`src/rtl/cpri_tx_pkg.sv`:
```
// Shared definitions for the CPRI TX read-side packetizer.
// State encoding and FIFO fill-level width helper.
package cpri_tx_pkg;

  localparam logic [1:0] ST_IDLE  = 2'd0;
  localparam logic [1:0] ST_BURST = 2'd1;
  localparam logic [1:0] ST_DRAIN = 2'd2;
  localparam logic [1:0] ST_GAP   = 2'd3;

  // One bit wider than usedw so a full FIFO fits.
  function automatic int avail_w(input int numwords);
    return $clog2(numwords) + 1;
  endfunction

endpackage

```
`src/rtl/pkt_out_reg.sv`:
```
// One-entry output register for the packet stream.
// Carries data, SOP, EOP and sequence number.
module pkt_out_reg #(
  parameter int DW = 64,
  parameter int SW = 8
) (
  input  logic          clk,
  input  logic          rst_n,
  input  logic          i_flush,
  input  logic [SW-1:0] i_flush_seq,
  input  logic          i_load,
  input  logic [DW-1:0] i_data,
  input  logic          i_sop,
  input  logic          i_eop,
  input  logic [SW-1:0] i_seq,
  input  logic          i_ready,
  output logic          o_valid,
  output logic [DW-1:0] o_data,
  output logic          o_sop,
  output logic          o_eop,
  output logic [SW-1:0] o_seq
);

  logic          r_valid;
  logic [DW-1:0] r_data;
  logic          r_sop;
  logic          r_eop;
  logic [SW-1:0] r_seq;

  always_ff @(posedge clk or negedge rst_n) begin
    if (!rst_n) begin
      r_valid <= 1'b0;
      r_data  <= '0;
      r_sop   <= 1'b0;
      r_eop   <= 1'b0;
      r_seq   <= '0;
    end else if (i_flush) begin
      r_valid <= 1'b0;
      r_seq   <= i_flush_seq;
    end else if (i_load) begin
      r_valid <= 1'b1;
      r_data  <= i_data;
      r_sop   <= i_sop;
      r_eop   <= i_eop;
      r_seq   <= i_seq;
    end else if (r_valid && i_ready) begin
      r_valid <= 1'b0;
    end
  end

  assign o_valid = r_valid;
  assign o_data  = r_data;
  assign o_sop   = r_sop;
  assign o_eop   = r_eop;
  assign o_seq   = r_seq;

endmodule

```
`src/rtl/fifo_pkt_reader.sv`:
```
// Read-side packetizer: waits for a whole packet in the
// show-ahead FIFO, then streams it out with SOP/EOP/seq.
module fifo_pkt_reader
  import cpri_tx_pkg::*;
#(
  parameter int DATA_WIDTH = 64,
  parameter int NUMWORDS   = 256,
  parameter int PKT_LEN    = 16,
  parameter int GAP_CYCLES = 0,
  parameter int SEQ_WIDTH  = 8
) (
  input  logic                        clk,
  input  logic                        rst_n,
  input  logic                        flush,
  input  logic [DATA_WIDTH-1:0]       fifo_dout,
  input  logic                        fifo_empty,
  input  logic                        fifo_full,
  input  logic [$clog2(NUMWORDS)-1:0] fifo_usedw,
  output logic                        fifo_rd_en,
  output logic [DATA_WIDTH-1:0]       m_data,
  output logic                        m_valid,
  input  logic                        m_ready,
  output logic                        m_sop,
  output logic                        m_eop,
  output logic [SEQ_WIDTH-1:0]        m_seq,
  output logic                        busy,
  output logic                        underflow_err
);

  localparam int AW = avail_w(NUMWORDS);
  localparam int CW = $clog2(PKT_LEN + 1);

  localparam logic [AW-1:0] NUM_FULL = AW'(NUMWORDS);
  localparam logic [AW-1:0] PKT_THR  = AW'(PKT_LEN);
  localparam logic [CW-1:0] LAST_IDX = CW'(PKT_LEN - 1);
  localparam logic [7:0]    GAP_LAST =
    (GAP_CYCLES > 0) ? 8'(GAP_CYCLES - 1) : 8'd0;
  localparam logic [1:0]    ST_POST  =
    (GAP_CYCLES > 0) ? ST_GAP : ST_IDLE;

  logic [1:0]           r_state;
  logic [CW-1:0]        r_word_cnt;
  logic [7:0]           r_gap_cnt;
  logic [SEQ_WIDTH-1:0] r_seq;
  logic                 r_sop_acc;
  logic                 r_underflow;

  logic [AW-1:0]        w_avail;
  logic                 w_free;
  logic                 w_pop;
  logic                 w_acc;
  logic                 w_eop_hs;
  logic                 w_last;
  logic                 w_seq_inc;
  logic [SEQ_WIDTH-1:0] w_seq_nxt;

  assign w_avail  = fifo_full ? NUM_FULL : {1'b0, fifo_usedw};
  assign w_free   = !m_valid || m_ready;
  assign w_pop    = (r_state == ST_BURST) && !fifo_empty
                    && w_free && !flush;
  assign w_acc    = m_valid && m_ready;
  assign w_eop_hs = w_acc && m_eop;
  assign w_last   = (r_word_cnt == LAST_IDX);

  // A flushed packet consumes its seq once its SOP went out.
  assign w_seq_inc = w_eop_hs
    || (flush && (r_sop_acc || (w_acc && m_sop)));
  assign w_seq_nxt = r_seq
    + {{(SEQ_WIDTH-1){1'b0}}, w_seq_inc};

  always_ff @(posedge clk or negedge rst_n) begin
    if (!rst_n) begin
      r_state     <= ST_IDLE;
      r_word_cnt  <= '0;
      r_gap_cnt   <= '0;
      r_seq       <= '0;
      r_sop_acc   <= 1'b0;
      r_underflow <= 1'b0;
    end else begin
      r_seq <= w_seq_nxt;
      if ((r_state == ST_BURST) && fifo_empty
          && w_free && !flush)
        r_underflow <= 1'b1;
      if (flush || w_eop_hs)
        r_sop_acc <= 1'b0;
      else if (w_acc && m_sop)
        r_sop_acc <= 1'b1;
      if (flush) begin
        r_state    <= ST_IDLE;
        r_word_cnt <= '0;
        r_gap_cnt  <= '0;
      end else begin
        unique case (1'b1)
          (r_state == ST_IDLE): begin
            if (w_avail >= PKT_THR) begin
              r_state    <= ST_BURST;
              r_word_cnt <= '0;
            end
          end
          (r_state == ST_BURST): begin
            if (w_pop) begin
              r_word_cnt <= r_word_cnt + CW'(1);
              if (w_last)
                r_state <= ST_DRAIN;
            end
          end
          (r_state == ST_DRAIN): begin
            if (w_eop_hs) begin
              r_state   <= ST_POST;
              r_gap_cnt <= '0;
            end
          end
          default: begin
            if (r_gap_cnt == GAP_LAST) begin
              r_state   <= ST_IDLE;
              r_gap_cnt <= '0;
            end else begin
              r_gap_cnt <= r_gap_cnt + 8'd1;
            end
          end
        endcase
      end
    end
  end

  pkt_out_reg #(
    .DW(DATA_WIDTH),
    .SW(SEQ_WIDTH)
  ) u_out (
    .clk        (clk),
    .rst_n      (rst_n),
    .i_flush    (flush),
    .i_flush_seq(w_seq_nxt),
    .i_load     (w_pop),
    .i_data     (fifo_dout),
    .i_sop      (r_word_cnt == '0),
    .i_eop      (w_last),
    .i_seq      (r_seq),
    .i_ready    (m_ready),
    .o_valid    (m_valid),
    .o_data     (m_data),
    .o_sop      (m_sop),
    .o_eop      (m_eop),
    .o_seq      (m_seq)
  );

  assign fifo_rd_en    = w_pop;
  assign busy          = (r_state != ST_IDLE) || m_valid;
  assign underflow_err = r_underflow;

endmodule

```
`config.mk`:
```
export PLATFORM = sky130hd
export DESIGN_NAME = fifo_pkt_reader
export DESIGN_NICKNAME = d
export VERILOG_FILES = /design/src/rtl/cpri_tx_pkg.sv /design/src/rtl/pkt_out_reg.sv /design/src/rtl/fifo_pkt_reader.sv
export SDC_FILE = /design/constraint.sdc
export NUM_CORES = 1
export LEC_CHECK = 0
export BUFFER_PORTS_ARGS = -buffer_cell sky130_fd_sc_hd__buf_4
export CAP_MARGIN = 30
export CORE_ASPECT_RATIO = 0.8
export CORE_MARGIN = 5
export CORE_UTILIZATION = 53
export DETAILED_ROUTE_END_ITERATION = 6
export GPL_TIMING_DRIVEN = 0
export PLACE_DENSITY_LB_ADDON = 0.3
export SYNTH_ARGS = -nofsm -noshare
export SYNTH_HDL_FRONTEND = slang
export SYNTH_SLANG_ARGS = --single-unit
```
`constraint.sdc`:
```
create_clock -name clk -period 4.52 [get_ports clk]
set_input_delay 0.226 -clock clk [delete_from_list [all_inputs] [get_ports clk]]
set_output_delay 0.226 -clock clk [all_outputs]
set_load 0.005 [all_outputs]
```
### Word-level counts from Yosys, hierarchy flattened

Index checks and enable logic that the tools add are counted.

* add/subtract/negate cells: 3
* $mul: 0
* div/mod/pow operators: 0
* magnitude comparators: 1
* eq/ne operators: 8
* shifts and indexed selects: 0
* muxes and demuxes: 23
* bitwise gates (word level): 1
* reductions and logical operators: 32

Operator list (number)
* $mux W8: 5
* $pmux W8 S2: 1
* $mux W5: 3
* $mux W2: 6
* $logic_and A1 B1 Y1: 10
* $pmux W5 S2: 1
* $ge A9 B5 Y1 const B: 1
* $mux W9: 1
* $add A8 B1 Y8: 1
* $add A8 B1 Y8 const B: 1
* $logic_not A8 Y1: 1
* $ne A3 B2 Y1 const B: 2
* $ne A3 B3 Y1 const B: 2
* $pmux W2 S3: 1
* $reduce_bool A2 Y1: 3
* $reduce_bool A3 Y1: 2
* $add A5 B1 Y5 const B: 1
* $eq A5 B4 Y1 const B: 1
* $logic_not A5 Y1: 1
* $logic_or A1 B1 Y1: 5
* $mux W1: 5
* $reduce_and A5 Y1: 1
* $reduce_bool A5 Y1: 1
* $reduce_and A2 Y1: 2
* 8 further kinds: 10

* flip-flop bits (word level): 100
* bits in latches: 0
* RAM bits: 0
* memory bits (read-only): 0
* bits of input ports: 78
* logic and storage cells: 79
* memories kept: 0

### Logic depth before layout (Yosys ltp)

* depth after elaboration: 7
* depth in mapped cells: 9
* gate-level depth less buffers: 8

### By module

From an unflattened synthesis, not the netlist that was laid out.

* cells, all modules: 311
* area total of the unflattened synthesis: 4391.7 sq um

By module, submodules not included
* pkt_out_reg: instances 1, cells each 179, area each 3079.2 sq um, sequential area each 1876.8 sq um
* fifo_pkt_reader: instances 1, cells each 132, area each 1312.5 sq um, sequential area each 625.6 sq um

### Worst setup path after synthesis

No wires, ideal clock.

* path kind: register to register
* start: register u_out.r_valid, in the netlist u_out.o_valid
* end: register u_out.r_seq[6], in the netlist u_out.o_seq[6]
* arrival: 1.728 ns
* required time: 4.395 ns
* path slack: 2.667 ns
* stages on the path, launching flop included: 9
* buffers on the path: 0
* clock period less this slack: 1.853 ns
* path through: dfrtp_1 a31o_2 a21o_1 ha_1 ha_1 nand3_1 nor2_1 xor2_1 mux2_2

* longest elaborated chain between the ends: 7
* elaborated cells between the ends (all ways): 13
* classes of those cells: add/sub (1); mux (1); reduce/logical (11)

Ends and longest elaborated chain
* start, declared: line pkt_out_reg.sv:24 `logic r_valid;`
* start signal, assigned: line pkt_out_reg.sv:32 `r_valid <= 1'b0;`
* start signal, assigned: line pkt_out_reg.sv:38 `r_valid <= 1'b0;`
* start signal, assigned: line pkt_out_reg.sv:41 `r_valid <= 1'b1;`
* $logic_and A1 B1 Y1 (*): line fifo_pkt_reader.sv:61 `assign w_acc = m_valid && m_ready;`
* $logic_and A1 B1 Y1: line fifo_pkt_reader.sv:67 `|| (flush && (r_sop_acc || (w_acc && m_sop)));`
* $logic_or A1 B1 Y1: line fifo_pkt_reader.sv:67
* $logic_and A1 B1 Y1: line fifo_pkt_reader.sv:67
* $logic_or A1 B1 Y1 (*): line fifo_pkt_reader.sv:67
* $add A8 B1 Y8 (*): line fifo_pkt_reader.sv:69 `+ {{(SEQ_WIDTH-1){1'b0}}, w_seq_inc};`
* net u_out.i_flush_seq[6]: line pkt_out_reg.sv:10 `input logic [SW-1:0] i_flush_seq,`
* $mux W8 (*): line pkt_out_reg.sv:37 `end else if (i_flush) begin`
* end signal, assigned: line pkt_out_reg.sv:39 `r_seq <= i_flush_seq;`
* end signal, assigned: line pkt_out_reg.sv:45 `r_seq <= i_seq;`
* end, declared: line pkt_out_reg.sv:28 `logic [SW-1:0] r_seq;`

The timed path passes the listed nets; every way through them passes the cells marked *.
A chain may end at the register's enable or synchronous reset.

### Final worst setup path

* start: register r_state[1]
* end: output fifo_rd_en

* longest elaborated chain between the ends: 4

Ends and longest elaborated chain
* start, declared: line fifo_pkt_reader.sv:41 `logic [1:0] r_state;`
* start signal, assigned: line fifo_pkt_reader.sv:73 `r_state <= ST_IDLE;`
* start signal, assigned: line fifo_pkt_reader.sv:89 `r_state <= ST_IDLE;`
* start signal, assigned: line fifo_pkt_reader.sv:96 `r_state <= ST_BURST;`
* $eq A2 B1 Y1: line fifo_pkt_reader.sv:59 `assign w_pop = (r_state == ST_BURST) && !fifo_empty`
* $logic_and A1 B1 Y1: line fifo_pkt_reader.sv:59
* $logic_and A1 B1 Y1 (2 in series): line fifo_pkt_reader.sv:60 `&& w_free && !flush;`
* end, declared: line fifo_pkt_reader.sv:19 `output logic fifo_rd_en,`

Every way passes these cells.

==> run metrics <==
status=completed; Yosys cell types=44; GRT overflow=0; TritonCTS clock tree=built; final worst slack=2.20 ns; DRC violations left=0; crit path launch type=flop; Place WS=2.25 ns; critical path, cell by cell=nor2_1 > nand4b_1 > clkbuf_1 > inv_1 > buf_4; share of the synthesized area in the top cell type=0.600; ant diodes=0; final net count=556; Final min period=2.32 ns; PortBufs=150; Most used DFF post-synth=dfrtp_1; Iter 0 DRT Violations=156; Worst VDD drop=285 uV; Fin Setup TNS=0 ns; post-cts resize count=0; level count of the clock H-tree=3; Hold/Removal Path Class=in -> reg; largest cells by area after synthesis=dfrtp_1 (60%), mux2_2 (18%), ha_1 (2.1%), mux2i_1 (1.9%), o21ai_0 (1.3%); hold_buf cts=1; commonest cells in the netlist=dfrtp_1 (100), mux2_2 (67), nand2_1 (13); Clock Tree Root=clkbuf_8; Syn Nets=393; Hold Fails Final Rpt=0; I/O Pins=156; critical setup path kind=reg -> out; most frequent cell after synthesis=dfrtp_1; CTS Sinks=100; Worst slew margin=0.515; Worst setup EP type=primary output; Ys Warns=0; HPWL Detailed=7.37 mm; first-pass GRT wire length=15.4 mm; slowest cell delay on critical path=0.47 ns; initial antenna violation count=0; Final setup viols=0; CP bufs+invs=3; drt pass-1 iters=4; Async S/R FF share, synth=1.00; Cell Count Post-Placement=567; CTS Buffer Depth=2; Vias per Instance=5.20; kind of cell adding the most delay to the critical path=simple AND/OR/NAND/NOR gates; final WL=9.78 mm; final instance area=5660 sq um; Crit path required time=4.29 ns; vias in the first global route=3249; FMAX=431 MHz; GPL Wtd Cong=0.832; Final Slew Violations=0; max-cap violations=0; CTS buffer count=9; Die X=109 um; Die Area=9760 sq um; area delta synth->final=35.6%; Post-Syn Area=4170 sq um; Cell Area, Placed=5460 sq um; RSZ-0062 raised after global routing=no; largest net degree at the start of global routing=62; Worst Path Max Fanout=10; Power Density=382 nW/um^2; post-synthesis instance total=308; cell accounting for the most synthesized area=dfrtp_1; via count=3032; post-synthesis sequential area ratio=0.600; Seq cells post-synth=100; layout cells sized above 1=0.522; Post-synth EDFFs=0; post-route insts no fill=583; Worst-Margin Slew=0.728 ns; Initial Util=0.535; hold slack final=0.0859 ns; clock slew seen by the registers of the worst setup and hold paths=0.10 ns; final worst-path cycle share=0.513; FP Rows=29; Arr. time, crit path=2.09 ns; Syn Area/Cell=13.6 sq um; Crit-path slowest cell=dfrtp_1; Die Ht=89.4 um; total track usage=0.204; worst skew pair latency=0.36 ns; antenna-violating nets left=0; Clock Skews=0.00909 ns; wire length per cell=16.8 um; leakage power=2.76 nW; core area=7800 sq um; Setup Buffers After CTS=0
cell type report:
type / instances / area [sq um]
Clock inverter: 5 / 61.3
Tap cell: 108 / 135
Buffer: 12 / 61.3
Fill cell: 555 / 2140
Timing Repair Buffer: 152 / 1160
Clock buffer: 10 / 128
Inverter: 9 / 33.8
Sequential cell: 100 / 2500
Multi-Input combinational cell: 187 / 1580
where the power goes:
group	switching, mW	leakage (nW)	internal, mW	total (mW)
clock	0.304	0.0850	0.255	0.559
sequential	0.0802	1.24	1.04	1.12
combinational	0.174	1.43	0.312	0.486
total	0.558	2.76	1.60	2.16
sequential cells by signal, summed over array words and instances, names as in the netlist:
signal / count
u_out.o_eop: 1
r_gap_cnt: 8
r_word_cnt: 5
u_out.o_valid: 1
r_sop_acc: 1
u_out.o_sop: 1
r_seq: 8
u_out.o_data: 64
underflow_err: 1
r_state: 2
u_out.o_seq: 8
placed cells by master, fill, tap and decap left out, drive strengths merged, types with 9 or more instances in the layout:
cell type / count
a21oi: 9
inv: 10
o21ai: 11
dfrtp: 100
mux2: 70
nand2: 13
buf: 159
nand3: 10
nor2: 11
clkbuf: 14
cell families (layout without fill, tap and decap cells):
kind of cell	after synthesis	after routing	synth area share
buffers and inverters	21	188	0.0228
adder cells (fa/ha/maj)	7	7	0.0210
AO/OA/AOI/OAI	37	37	0.0579
XOR/XNOR	6	6	0.0126
multiplexers	78	78	0.211
AND/OR/NAND/NOR	59	59	0.0755
flip-flops	100	100	0.600
layer usage:
layer | vias up | share of wire | global-route usage
met1 | 1514 | 0.36 | 0.236
met5 | - | 0 | 0
met2 | 93 | 0.53 | 0.346
met4 | 0 | 0.011 | 0.0555
met3 | 9 | 0.097 | 0.0939
li1 | 1416 | - | -
path summary, 6_finish.rpt:
check,start,end,slack [ns],cells after the start
hold / removal,fifo_dout[13],u_out.o_data[13],0.09,2
max in group asynchronous,rst_n,u_out.o_data[55],3.47,3
min in group asynchronous,rst_n,r_gap_cnt[6],0.39,2
hold reg to reg,underflow_err,underflow_err,0.50,1
setup reg to reg,u_out.o_valid,u_out.o_seq[6],2.51,8
setup / recovery,r_state[1],fifo_rd_en,2.20,5
per-stage QoR:
step | power [mW] | util
6_report | 2.16 | 0.726
5_1_grt | 2.29 | 0.726
4_1_cts | 2.19 | 0.726
3_5_place_dp | 1.63 | 0.700
3_3_place_gp | 1.60 | 0.697
2_1_floorplan | 1.30 | -
No activity file was read; power rests on OpenSTA's default activity.
